$ cat config.mk
export PLATFORM = sky130hd
export DESIGN_NAME = tl_a_fragmenter
export DESIGN_NICKNAME = d
export VERILOG_FILES = /design/src/rtl/tl_pkg.sv /design/src/rtl/tl_a_out_reg.sv /design/src/rtl/tl_a_fragmenter.sv
export SDC_FILE = /design/constraint.sdc
export NUM_CORES = 1
export LEC_CHECK = 0
export ABC_AREA = 0
export CAP_MARGIN = 20
export CORE_MARGIN = 2
export CORE_UTILIZATION = 44
export DETAILED_ROUTE_END_ITERATION = 7
export GPL_TIMING_DRIVEN = 0
export HOLD_SLACK_MARGIN = 0.06
export PLACE_DENSITY = 0.95
export REMOVE_ABC_BUFFERS = 1
export SLEW_MARGIN = 40
export SYNTH_ARGS = -nofsm -noshare
export SYNTH_HDL_FRONTEND = slang
export SYNTH_SLANG_ARGS = --single-unit
export TNS_END_PERCENT = 30
$ cat constraint.sdc
create_clock -name clock -period 8 [get_ports clock]
set_input_delay 2 -clock clock [delete_from_list [all_inputs] [get_ports clock]]
set_output_delay 2 -clock clock [all_outputs]
set_load 0.005 [all_outputs]
$ cat src/rtl/tl_pkg.sv
// Shared TileLink A-channel definitions: opcode constants, field widths and the
// packed A-channel beat used by the fragmenter and its output register.
package tl_pkg;

    localparam int OPCODE_W = 3;
    localparam int PARAM_W  = 3;
    localparam int SIZE_W   = 3;
    localparam int SOURCE_W = 6;
    localparam int ADDR_W   = 33;
    localparam int MASK_W   = 8;

    typedef enum logic [OPCODE_W-1:0] {
        PUT_FULL    = 3'd0,
        PUT_PARTIAL = 3'd1,
        GET         = 3'd4,
        HINT        = 3'd5
    } a_opcode_e;

    // Opcode is carried as raw bits: the fragmenter never interprets it.
    typedef struct packed {
        logic [OPCODE_W-1:0] opcode;
        logic [PARAM_W-1:0]  param;
        logic [SIZE_W-1:0]   size;
        logic [SOURCE_W-1:0] source;
        logic [ADDR_W-1:0]   address;
        logic [MASK_W-1:0]   mask;
    } a_chan_t;

endpackage

$ cat src/rtl/tl_a_out_reg.sv
// One-entry valid/ready pipeline register over an A-channel beat plus a sideband.
// Accepts a new beat whenever it is empty or being drained in the same cycle.
module tl_a_out_reg
    import tl_pkg::*;
#(
    parameter int SB_W = 3
) (
    input  logic            clock,
    input  logic            reset,
    input  logic            in_valid,
    output logic            in_ready,
    input  a_chan_t         in_bits,
    input  logic [SB_W-1:0] in_sb,
    input  logic            out_ready,
    output logic            out_valid,
    output a_chan_t         out_bits,
    output logic [SB_W-1:0] out_sb
);

    logic            valid_reg;
    a_chan_t         bits_reg;
    logic [SB_W-1:0] sb_reg;
    logic            fire;

    assign in_ready = ~valid_reg | out_ready;
    assign fire     = in_valid & in_ready;

    always_ff @(posedge clock or negedge reset) begin
        if (!reset) begin
            valid_reg <= 1'b0;
            bits_reg  <= '0;
            sb_reg    <= '0;
        end else if (fire) begin
            valid_reg <= 1'b1;
            bits_reg  <= in_bits;
            sb_reg    <= in_sb;
        end else if (out_ready) begin
            valid_reg <= 1'b0;
        end
    end

    assign out_valid = valid_reg;
    assign out_bits  = bits_reg;
    assign out_sb    = sb_reg;

endmodule

$ cat src/rtl/tl_a_fragmenter.sv
// Address-only A-channel fragmenter: splits each request into aligned single-beat
// fragments and holds the upstream repeater via in_repeat until the last one fires.
module tl_a_fragmenter
    import tl_pkg::*;
#(
    parameter int LOG_FRAG = 3,
    parameter int LOG_MAX  = 6,
    parameter int CNT_W    = 3
) (
    input  logic                clock,
    input  logic                reset,
    output logic                in_ready,
    input  logic                in_valid,
    input  logic [OPCODE_W-1:0] in_bits_opcode,
    input  logic [PARAM_W-1:0]  in_bits_param,
    input  logic [SIZE_W-1:0]   in_bits_size,
    input  logic [SOURCE_W-1:0] in_bits_source,
    input  logic [ADDR_W-1:0]   in_bits_address,
    input  logic [MASK_W-1:0]   in_bits_mask,
    output logic                in_repeat,
    input  logic                out_ready,
    output logic                out_valid,
    output logic [OPCODE_W-1:0] out_bits_opcode,
    output logic [PARAM_W-1:0]  out_bits_param,
    output logic [SIZE_W-1:0]   out_bits_size,
    output logic [SOURCE_W-1:0] out_bits_source,
    output logic [ADDR_W-1:0]   out_bits_address,
    output logic [MASK_W-1:0]   out_bits_mask,
    output logic [CNT_W-1:0]    out_frag_remaining,
    output logic                err_size
);

    localparam logic [SIZE_W-1:0] LOG_FRAG_S = SIZE_W'(LOG_FRAG);
    localparam logic [SIZE_W-1:0] LOG_MAX_S  = SIZE_W'(LOG_MAX);

    logic              oversize;
    logic [SIZE_W-1:0] eff_size;
    logic [SIZE_W-1:0] shamt;
    logic [CNT_W:0]    nfrag;
    logic [CNT_W-1:0]  last_idx;
    logic [CNT_W-1:0]  rem;
    logic [CNT_W-1:0]  frag_cnt_reg;
    logic [CNT_W-1:0]  frag_cnt_next;
    logic              err_size_reg;
    logic              fire;
    a_chan_t           frag;
    a_chan_t           out_chan;

    assign oversize = in_bits_size > LOG_MAX_S;
    assign eff_size = oversize ? LOG_MAX_S : in_bits_size;
    assign shamt    = (eff_size > LOG_FRAG_S) ? (eff_size - LOG_FRAG_S) : '0;
    assign nfrag    = (CNT_W+1)'(1) << shamt;
    assign last_idx = CNT_W'(nfrag - (CNT_W+1)'(1));
    assign rem      = last_idx - frag_cnt_reg;

    assign in_repeat = (rem != '0);
    assign fire      = in_valid & in_ready;

    // Aligned input means OR-ing in the beat offset never needs a carry.
    always_comb begin
        frag         = '0;
        frag.opcode  = in_bits_opcode;
        frag.param   = in_bits_param;
        frag.size    = (eff_size > LOG_FRAG_S) ? LOG_FRAG_S : eff_size;
        frag.source  = in_bits_source;
        frag.address = in_bits_address | (ADDR_W'(frag_cnt_reg) << LOG_FRAG);
        frag.mask    = (nfrag == (CNT_W+1)'(1)) ? in_bits_mask : '1;
    end

    assign frag_cnt_next = (rem == '0) ? '0 : frag_cnt_reg + CNT_W'(1);

    always_ff @(posedge clock or negedge reset) begin
        if (!reset) begin
            frag_cnt_reg <= '0;
            err_size_reg <= 1'b0;
        end else if (fire) begin
            frag_cnt_reg <= frag_cnt_next;
            if (oversize) begin
                err_size_reg <= 1'b1;
            end
        end
    end

    tl_a_out_reg #(
        .SB_W(CNT_W)
    ) u_out_reg (
        .clock    (clock),
        .reset    (reset),
        .in_valid (in_valid),
        .in_ready (in_ready),
        .in_bits  (frag),
        .in_sb    (rem),
        .out_ready(out_ready),
        .out_valid(out_valid),
        .out_bits (out_chan),
        .out_sb   (out_frag_remaining)
    );

    assign out_bits_opcode  = out_chan.opcode;
    assign out_bits_param   = out_chan.param;
    assign out_bits_size    = out_chan.size;
    assign out_bits_source  = out_chan.source;
    assign out_bits_address = out_chan.address;
    assign out_bits_mask    = out_chan.mask;
    assign err_size         = err_size_reg;

endmodule

# After elaboration in Yosys (flattened, before gate mapping)
# Cells that the tools add are included.
dict set report op_classes {
  n_addsub 4
  multipliers 0
  div 0
  order_cmp 2
  eq_ne 1
  shifts 1
  mux 7
  bitwise_logic 4
  reduce_logical 4
}
# cell count
set ops {}
lappend ops {{$or 33x6->33} 1}
lappend ops {{$mux 3} 4}
lappend ops {{$mux 8} 1}
lappend ops {{$eq 4x1->1 const B} 1}
lappend ops {{$shl 1x3->4 const A} 1}
lappend ops {{$add 3x1->3 const B} 1}
lappend ops {{$gt 3x2->1 const B} 1}
lappend ops {{$gt 3x3->1 const B} 1}
lappend ops {{$logic_not 3->1} 1}
lappend ops {{$reduce_bool 3->1} 1}
lappend ops {{$sub 3x1->3 const B} 1}
lappend ops {{$sub 3x2->3 const B} 1}
lappend ops {{$sub 3x3->3} 1}
lappend ops {{$mux 1} 2}
lappend ops {{$reduce_and 2->1} 1}
lappend ops {{$reduce_bool 2->1} 1}
lappend ops {{$and 1x1->1} 1}
lappend ops {{$not 1->1} 1}
lappend ops {{$or 1x1->1} 1}
dict set report totals {
  register_bits 64
  latch_bits 0
  ramBits 0
  mem_bits_ro 0
  inputBits 60
  output_inout_bits 63
  word_cells 33
  mem_count 0
}

# Depth between registers and ports, before layout
# Gate-level depths: netlist (run 1).
dict set report logic_depth {
  ltp_word 9
  depth_mapped 9
  ltp_nobuf 9
}

# Modules after synthesis
# Synthesis (run 1) repeated with hierarchy kept, for this count alone.
dict set report hier_totals {
  hier_cells 185
  hier_area_um2 2748.9
}
# module n_inst cells_each area_per_inst_um2 seq_area_each_um2
set by_module_without_submodules {}
lappend by_module_without_submodules {tl_a_out_reg 1 128 2277.2 1501.4}
lappend by_module_without_submodules {tl_a_fragmenter 1 57 471.7 100.1}

# Least setup slack after synthesis (run 1)
# No wires, ideal clock.
dict set report synth_timing {
  path_kind {in2out}
  from {input port in_bits_size[1]}
  to {output port in_repeat}
  t_arrival_ns 4.048
  required_ns 6.000
  slack_ns 1.952
  cell_stages 8
  n_path_buf 1
  path_cell_list {dlygate4sd1_1 -> ha_1 -> or4_1 -> fa_1 -> xor2_1 -> a21o_1 -> a21oi_1 -> inv_1}
}
dict set report synth_via {
  elab_chain_len 8
  word_cells_on_any_way 9
  classes_between {add/sub (3); order compare (2); shift (1); mux (2); reduce/logical (1)}
}
# element line_no
set synth_lines {}
lappend synth_lines {{from (decl)} tl_a_fragmenter.sv:16} ;# input logic [SIZE_W-1:0] in_bits_size,
lappend synth_lines {{$gt 3x3->1} tl_a_fragmenter.sv:49} ;# assign oversize = in_bits_size > LOG_MAX_S;
lappend synth_lines {{$mux 3 (*)} tl_a_fragmenter.sv:50} ;# assign eff_size = oversize ? LOG_MAX_S : in_bits_size;
lappend synth_lines {{$sub 3x2->3 / $gt 3x2->1 (equally long branches)} tl_a_fragmenter.sv:51} ;# assign shamt = (eff_size > LOG_FRAG_S) ? (eff_size - LOG_FRAG_S) : '0;
lappend synth_lines {{$mux 3 (*)} tl_a_fragmenter.sv:51}
lappend synth_lines {{$shl 1x3->4 (*)} tl_a_fragmenter.sv:52} ;# assign nfrag = (CNT_W+1)'(1) << shamt;
lappend synth_lines {{$sub 3x1->3 (*)} tl_a_fragmenter.sv:53} ;# assign last_idx = CNT_W'(nfrag - (CNT_W+1)'(1));
lappend synth_lines {{$sub 3x3->3 (*)} tl_a_fragmenter.sv:54} ;# assign rem = last_idx - frag_cnt_reg;
lappend synth_lines {{$reduce_bool 3->1 (*)} tl_a_fragmenter.sv:56} ;# assign in_repeat = (rem != '0);
lappend synth_lines {{to (decl)} tl_a_fragmenter.sv:20} ;# output logic in_repeat,
# Every way passes the cells marked *; elsewhere a longest branch is shown, timed or not.

# Worst setup path after layout (run 1)
dict set report layout_timing {
  from {input port in_bits_size[2]}
  to {output port in_repeat}
}
# The elaborated chain is that of the path after synthesis.

==> results of run 1 <==
## worst max-delay path, stage by stage
cell                              delay [ps]
sky130_fd_sc_hd__clkdlybuf4s50_1         760
sky130_fd_sc_hd__a21boi_0                220
sky130_fd_sc_hd__ha_1                    390
sky130_fd_sc_hd__or4_1                   550
sky130_fd_sc_hd__fa_1                    460
sky130_fd_sc_hd__xor2_1                  230
sky130_fd_sc_hd__nand3_1                 130
sky130_fd_sc_hd__a21oi_1                 250
sky130_fd_sc_hd__inv_1                    70
sky130_fd_sc_hd__clkdlybuf4s50_1         440
## layout make-up
cell class                      instances  area share (%)
Multi-Input combinational cell        203            22.8
Sequential cell                        64            38.6
Tap cell                               75            2.26
Clock inverter                          3            1.57
Timing Repair Buffer                  125            30.8
Inverter                                4           0.362
Clock buffer                           13            3.59
## synth_stat cells (all sizes together)
cell type      n
a21boi         3
a21o           1
a21oi          1
a41o           1
and2           2
and3b          1
and4bb         1
buf           13
clkbuf         3
dfrtp         64
dlygate4sd1    1
fa             1
ha             4
inv            4
mux2           1
nand2        158
nand2b         3
nand3          1
nor2           2
nor2b          1
o211ai         1
o21ai         17
o2bb2ai        1
o311ai         1
or4            1
xor2           1
## power breakdown
part	internal [uW]	total, uW	switching [uW]
registers	377	411	33.2
clock network	184	302	118
logic	155	260	105
## worst max path at each step
stage | startpoint | end | slack (ps) | cells past startpoint
detailed placement | in_bits_size[2] | in_repeat | 540 | 10
CTS | in_bits_size[2] | in_repeat | 500 | 10
floorplan | in_bits_size[0] | in_repeat | 1990 | 8
global placement | in_bits_size[2] | in_repeat | 660 | 10
finish | in_bits_size[2] | in_repeat | 490 | 10
global route | in_bits_size[2] | in_repeat | 230 | 11
## cells by family (layout without fill, tap and decap cells)
group	Yosys count	after routing	share of synthesized area [%]
simple gates	170	170	25.8
flops	64	64	60.4
compound gates	26	26	6.13
buf+inv	21	145	4.34
fa+ha+maj	5	5	2.64
xor+xnor	1	1	0.330
mux	1	1	0.424
## routing by layer
metal | track usage [%] | wire [um] | part of all wire (%)
met4 | 8.83 | 103 | 1.6
met1 | 23.4 | 2670 | 40
met2 | 35.3 | 3320 | 50
met3 | 7.14 | 533 | 8.0
met5 | 0 | 0 | 0
## per-stage QoR
| stage | area (um^2) | std cells | hold slack [ps] | setup WS, ps | total power, uW |
|---|---|---|---|---|---|
| CTS | 4150 | 487 | 472 | 502 | 983 |
| detailed placement | 3940 | 471 | 455 | 536 | 679 |
| floorplan | 2550 | 271 | 460 | 1990 | 508 |
| global placement | 3870 | 468 | 449 | 658 | 660 |
| global route | 4150 | 487 | 490 | 230 | 1030 |
| finish | 4150 | 487 | 467 | 487 | 973 |
==> results by group, run 1 <==
Run status
  • Outcome: complete, no violations

Worst setup path
  • Required time of the critical path: approximately 6000 ps
  • Start of the worst register-to-register path: frag_cnt_reg[0]
  • Arr. time, crit path: between 5000 and 6000 ps
  • Critical path class: input pin to output port
  • Launching element type of the critical path: input pin
  • Critical Path End Type: output port
  • Biggest fanout along the worst timing path: 15
  • R2R setup slack: ~6000 ps
  • Logic depth of the worst register-to-register path: 8
  • Worst R2R End: frag_cnt_reg[1]

STA
  • Final clock skew: about 11 ps
  • Time the worst path needs with I/O delays and setup: 7510 ps
  • Tightest slew margin relative to the limit: between 60% and 70%
  • Unrepaired setup endpoints after global routing: no
  • Setup TNS Final: 0 ps
  • Count of pins over their slew limit: 0
  • Measured slew at the worst slew-check pin: between 400 and 500 ps
  • Setup-violating endpoint count in the final report: 0
  • Final worst-path cycle share: 93.9%
  • Maximum clock rate: around 130 MHz
  • Number of hold violations in the final report: 0

Power
  • Static Leak: 0.00199 uW
  • Power Density: 235 nW/um^2
  • Max rail drop VDD: around 0.16 mV

Detailed routing
  • Remaining number of nets flagged by the antenna check after routing: 0
  • Post-DR vias/cell: approximately 4.7
  • Final WL: about 6.6 mm
  • Number of iterations in the first detailed-routing pass: 4
  • Detailed router's first-iteration violation count: around 130
  • Routed via count: between 2000 and 2500
  • Number of remaining DRC errors: 0
  • Wirelength per Cell: around 14 um

Layout
  • Highest-count cells in the layout ignoring fill and taps: sky130_fd_sc_hd__nand2_1 (157), sky130_fd_sc_hd__clkdlybuf4s50_1 (121), sky130_fd_sc_hd__dfrtp_1 (64), sky130_fd_sc_hd__o21ai_0 (17), sky130_fd_sc_hd__clkbuf_8 (10)
  • Total inserted antenna cells: 0
  • Flip-flop count of the largest register after layout: 56
  • Most common cell after layout, fill and taps aside: sky130_fd_sc_hd__nand2_1
  • Reg area: roughly 1600 um^2
  • Final layout net count: about 470
  • Count of filler cells inserted in the layout: ~430
  • Combined area of the multi-input logic cells: approximately 950 um^2
  • Core utilization of the finished layout: 70.5%
  • Layout overhead on the synthesized area: 56.4%
  • Share of layout cells above drive strength 1: approximately 5.6%

Floorplanning
  • Starting Density: between 40% and 50%
  • I/O pin cnt: approximately 120
  • Overall die area: 6670 um^2
  • Core region area: 5890 um^2
  • Row cnt: 28
  • Chip Height: between 80 and 90 um
  • Die width: approximately 82 um

Hold path
  • Hold/Removal Path Class: flip-flop to flip-flop
  • Hold endpoint: u_out_reg.out_bits[12]
  • Hold path startpoint: u_out_reg.out_bits[12]
  • Number of instances on the worst hold path: 2

Placement
  • Global placer's final weighted congestion: a little over 0.8
  • Dpl hpwl: 4.86 mm
  • Number of port buffers: approximately 120

Synthesis
  • Netlist area before placement: 2650 um^2
  • Post-Synthesis Mean Instance Area: 9.21 um^2
  • Share of Yosys cell area claimed by the top area cell type: 60.4%
  • Top area cells in the synthesized netlist: sky130_fd_sc_hd__dfrtp_1 (60%), sky130_fd_sc_hd__nand2_1 (22%), sky130_fd_sc_hd__o21ai_0 (3.2%), sky130_fd_sc_hd__buf_2 (2.1%), sky130_fd_sc_hd__ha_1 (1.9%)
  • Share of synthesized area occupied by flip-flops and latches: roughly three fifths
  • Yosys cell types: 30
  • Number of synthesized register bits: 64
  • Synthesized instance count: approximately 290
  • Area leader, netlist: sky130_fd_sc_hd__dfrtp_1
  • Total of warnings raised by yosys: 0

CTS
  • Clk slew on worst S/H paths: 70 ps
  • CTS Hold Bufs: 0
  • # H-tree levels: 3
  • Number of post-CTS setup repair buffers: 0
  • Longest Clk Path Bufs: 2
  • TritonCTS clock tree: done
  • Insertion delay to the later sink of the worst-skew pair: roughly 330 ps
  • Number of buffers inserted during clock tree synthesis: 9
  • Count of instances resized after the clock tree is built: 0
  • Root cell of the clock tree: sky130_fd_sc_hd__clkbuf_8
  • Clock net sink count: between 60 and 70

Global routing
  • Via count of the first global-routing pass: around 2200
  • Grt ovf: 0
  • Wire length of the first global-routing pass: 10.4 mm
  • All-layer global routing usage: 20.6%
  • Initial antenna violation count: 0
  • Largest net degree at the start of global routing: ~40

Job
  • Reported max-cap violation count: 0
(Power assumes the default switching activity.)
==> inputs of run 2 (changes only) <==
--- a/config.mk
+++ b/config.mk
@@ -8,14 +8,15 @@
 export ABC_AREA = 0
 export CAP_MARGIN = 20
 export CORE_MARGIN = 2
-export CORE_UTILIZATION = 44
+export CORE_UTILIZATION = 45
 export DETAILED_ROUTE_END_ITERATION = 7
-export GPL_TIMING_DRIVEN = 0
+export GPL_TIMING_DRIVEN = 1
 export HOLD_SLACK_MARGIN = 0.06
 export PLACE_DENSITY = 0.95
 export REMOVE_ABC_BUFFERS = 1
 export SLEW_MARGIN = 40
 export SYNTH_ARGS = -nofsm -noshare
 export SYNTH_HDL_FRONTEND = slang
+export SYNTH_HIERARCHICAL = 1
 export SYNTH_SLANG_ARGS = --single-unit
 export TNS_END_PERCENT = 30
==> results by group, run 2 <==
Run status
  • Outcome: complete, no violations

Detailed routing
  • Post-DR vias/cell: 4.85 (+3.5%)
  • Routed via count: 1892 (-17%)
  • Number of iterations in the first detailed-routing pass: 4 (unchanged)
  • Final WL: 6.01 mm (-9.2%)
  • Remaining number of nets flagged by the antenna check after routing: 0 (unchanged)
  • Number of remaining DRC errors: 0 (unchanged)
  • Detailed router's first-iteration violation count: 35 (-73%)
  • Wirelength per Cell: 15.4 um (+13%)

STA
  • Tightest slew margin relative to the limit: 58.9% (-9.7 points)
  • Setup TNS Final: 0 ps (unchanged)
  • Final clock skew: 8.60 ps (-2.06 ps)
  • Measured slew at the worst slew-check pin: 617 ps (+146 ps)
  • Number of hold violations in the final report: 0 (unchanged)
  • Count of pins over their slew limit: 0 (unchanged)
  • Time the worst path needs with I/O delays and setup: 7530 ps (+16.4 ps)
  • Setup-violating endpoint count in the final report: 0 (unchanged)
  • Unrepaired setup endpoints after global routing: no
  • Maximum clock rate: 133 MHz (-0.22%)
  • Final worst-path cycle share: 94.1% (+0.21 points)

Synthesis
  • Total of warnings raised by yosys: 6 (+6)
  • Synth Flop Type: sky130_fd_sc_hd__dfrtp_1
  • Most instantiated cells after synthesis: sky130_fd_sc_hd__dfrtp_1 (64), sky130_fd_sc_hd__mux2_2 (49), sky130_fd_sc_hd__or2_2 (14), sky130_fd_sc_hd__mux2_4 (10), sky130_fd_sc_hd__nand2_1 (6)
  • Netlist area before placement: 2750 um^2 (+3.6%)
  • Number of synthesized register bits: 64 (unchanged)
  • Share of synthesized area occupied by flip-flops and latches: 58.3% (-2.1 points)
  • Yosys cell types: 31 (+3.3%)
  • Top area cells in the synthesized netlist: sky130_fd_sc_hd__dfrtp_1 (58%), sky130_fd_sc_hd__mux2_2 (20%), sky130_fd_sc_hd__mux2_4 (5.5%), sky130_fd_sc_hd__or2_2 (3.2%), sky130_fd_sc_hd__ha_1 (1.8%)
  • Share of Yosys cell area claimed by the top area cell type: 58.3% (-2.1 points)
  • Count leader, synth: sky130_fd_sc_hd__dfrtp_1
  • Area leader, netlist: sky130_fd_sc_hd__dfrtp_1
  • Synthesized instance count: 185 (-36%)
  • Post-Synthesis Mean Instance Area: 14.9 um^2 (+61%)
  • Share of synthesized registers carrying an async set or reset: 100% (unchanged)
  • Number of flops mapped to enable cells by yosys: 0 (unchanged)

Layout
  • Most common cell after layout, fill and taps aside: sky130_fd_sc_hd__clkdlybuf4s50_1
  • Layout overhead on the synthesized area: 53.3%
  • Core utilization of the finished layout: 71.2% (+0.70 points)
  • Share of layout cells above drive strength 1: 30.5% (+25 points)
  • Highest-count cells in the layout ignoring fill and taps: sky130_fd_sc_hd__clkdlybuf4s50_1 (121), sky130_fd_sc_hd__dfrtp_1 (64), sky130_fd_sc_hd__mux2_2 (49), sky130_fd_sc_hd__or2_2 (14), sky130_fd_sc_hd__clkbuf_8 (11)
  • Total inserted antenna cells: 0 (unchanged)
  • Count of filler cells inserted in the layout: 401 (-6.3%)
  • Reg area: 1600 um^2 (unchanged)
  • Combined area of the multi-input logic cells: 1080 um^2 (+14%)
  • Flip-flop count of the largest register after layout: 56 (unchanged)
  • Final layout net count: 375 (-21%)

Power
  • Power Density: 234 nW/um^2 (-0.17%)
  • Internal power consumption: 740 uW (+3.2%)
  • Clk network pwr share: 27.9% (-3.2 points)
  • Relative contribution of sequential cells to total power: 42.5% (+0.3 points)
  • Static Leak: 0.00177 uW (-11%)
  • Logic gate share of total power: 29.6% (+2.9 points)
  • Max rail drop VDD: 0.176 mV (+10%)
  • Switching Fraction: 25.1% (-1.3 points)
  • Sw power: 247 uW (-3.6%)

Job
  • Reported max-cap violation count: 0 (unchanged)

Worst setup path
  • Biggest fanout along the worst timing path: 15 (unchanged)
  • Required time of the critical path: 6000 ps (about the same)
  • Arr. time, crit path: 5530 ps (+20 ps)
  • Launching element type of the critical path: input pin
  • Critical Path End Type: output port
  • Critical path class: input pin to output port

CTS
  • CTS Hold Bufs: 0 (unchanged)
  • Longest Clk Path Bufs: 2 (unchanged)
  • TritonCTS clock tree: done
  • Clk slew on worst S/H paths: 60 ps (about the same)
  • Root cell of the clock tree: sky130_fd_sc_hd__clkbuf_8
  • Number of buffers inserted during clock tree synthesis: 9 (unchanged)
  • Clock net sink count: 64 (unchanged)
  • Insertion delay to the later sink of the worst-skew pair: 330 ps (about the same)
  • Number of post-CTS setup repair buffers: 0 (unchanged)
  • # H-tree levels: 3 (unchanged)
  • Count of instances resized after the clock tree is built: 0 (unchanged)

Global routing
  • Grt ovf: 0 (unchanged)
  • Largest net degree at the start of global routing: 60 (+46%)
  • Wire length of the first global-routing pass: 9.22 mm (-11%)
  • Via count of the first global-routing pass: 1936 (-13%)
  • All-layer global routing usage: 18.5% (-2.1 points)
  • Initial antenna violation count: 0 (unchanged)

Floorplanning
  • Overall die area: 6750 um^2 (+1.3%)
  • I/O pin cnt: 123 (unchanged)
  • Row cnt: 28 (unchanged)
  • Starting Density: 46.4% (+1.4 points)
  • Chip Height: 82.2 um (+0.62%)
  • Core region area: 5920 um^2 (+0.60%)
  • Die width: 82.2 um (+0.62%)

Hold path
  • Hold/Removal Path Class: flip-flop to flip-flop

Placement
  • Global placer's final weighted congestion: 0.799 (-1.3%)
  • Dpl hpwl: 4.45 mm (-8.5%)
  • Number of port buffers: 122 (unchanged)
[run 2: worst max-delay path, cell delays in order]
cell                              delay (ps)
sky130_fd_sc_hd__clkdlybuf4s50_1         710
sky130_fd_sc_hd__a21boi_0                210
sky130_fd_sc_hd__ha_1                    250
sky130_fd_sc_hd__ha_1                    190
sky130_fd_sc_hd__or4_1                   540
sky130_fd_sc_hd__fa_1                    470
sky130_fd_sc_hd__xnor2_1                 160
sky130_fd_sc_hd__and3_2                  230
sky130_fd_sc_hd__nor4_2                  210
sky130_fd_sc_hd__inv_1                    90
sky130_fd_sc_hd__clkdlybuf4s50_1         470
[run 2: per-stage QoR]
step	worst slack, ps	hold WS, ps	power [uW]	cell area [um^2]	cells
3_3_place_gp	625	456	705	4010	374
4_1_cts	477	475	997	4210	390
2_1_floorplan	1920	462	542	2690	176
3_5_place_dp	479	461	719	4010	374
5_1_grt	240	497	1040	4220	390
6_report	471	468	987	4220	390
[run 2: cells by family (layout without fill, tap and decap cells)]
logic type / count (synthesis) / count (layout) / share of synthesized area [%]
compound gates: 10 / 10 / 2.50
fa+ha+maj: 5 / 5 / 2.55
buf+inv: 14 / 144 / 2.82
mux: 59 / 59 / 25.5
simple gates: 31 / 31 / 7.87
flops: 64 / 64 / 58.3
xor+xnor: 1 / 1 / 0.319
other cells: 1 / 1 / 0.136
[run 2: cell type report]
| cell class | count | share of cell area (%) |
|---|---|---|
| inverters | 5 | 0.445 |
| clock buffers | 13 | 3.77 |
| clock inverters | 3 | 0.950 |
| well taps | 75 | 2.23 |
| multi-input cells | 107 | 25.6 |
| flip-flops and latches | 64 | 38.0 |
| repair buffers | 123 | 29.0 |
[run 2: layer usage]
layer	up-vias	global-route usage (%)	wire (um)
met3	8	7.93	551
li1	887	-	-
met2	81	32.0	3120
met1	916	20.2	2270
met5	-	0	0
met4	0	7.00	66
[run 2: path summary, 6_finish.rpt]
check | startpoint | to | slack, ps | cells after the start
worst max-delay path | in_bits_size[2] | in_repeat | 470 | 11
worst min-delay path | err_size | err_size | 470 | 1
worst max register to register | frag_cnt_reg[0] | u_out_reg/out_sb[2] | 5830 | 8
worst min register to register | err_size | err_size | 470 | 1
max in group asynchronous | reset | u_out_reg/out_bits[52] | 5420 | 2
min in group asynchronous | reset | u_out_reg/out_bits[13] | 1680 | 1
[run 2: power by group through the flow]
stage / sequential, uW / combinational (uW) / clock, uW
3_3_place_gp: 421 / 284 / 0
5_1_grt: 427 / 316 / 299
2_1_floorplan: 425 / 118 / 0
4_1_cts: 420 / 296 / 281
3_5_place_dp: 425 / 294 / 0
6_report: 419 / 292 / 276
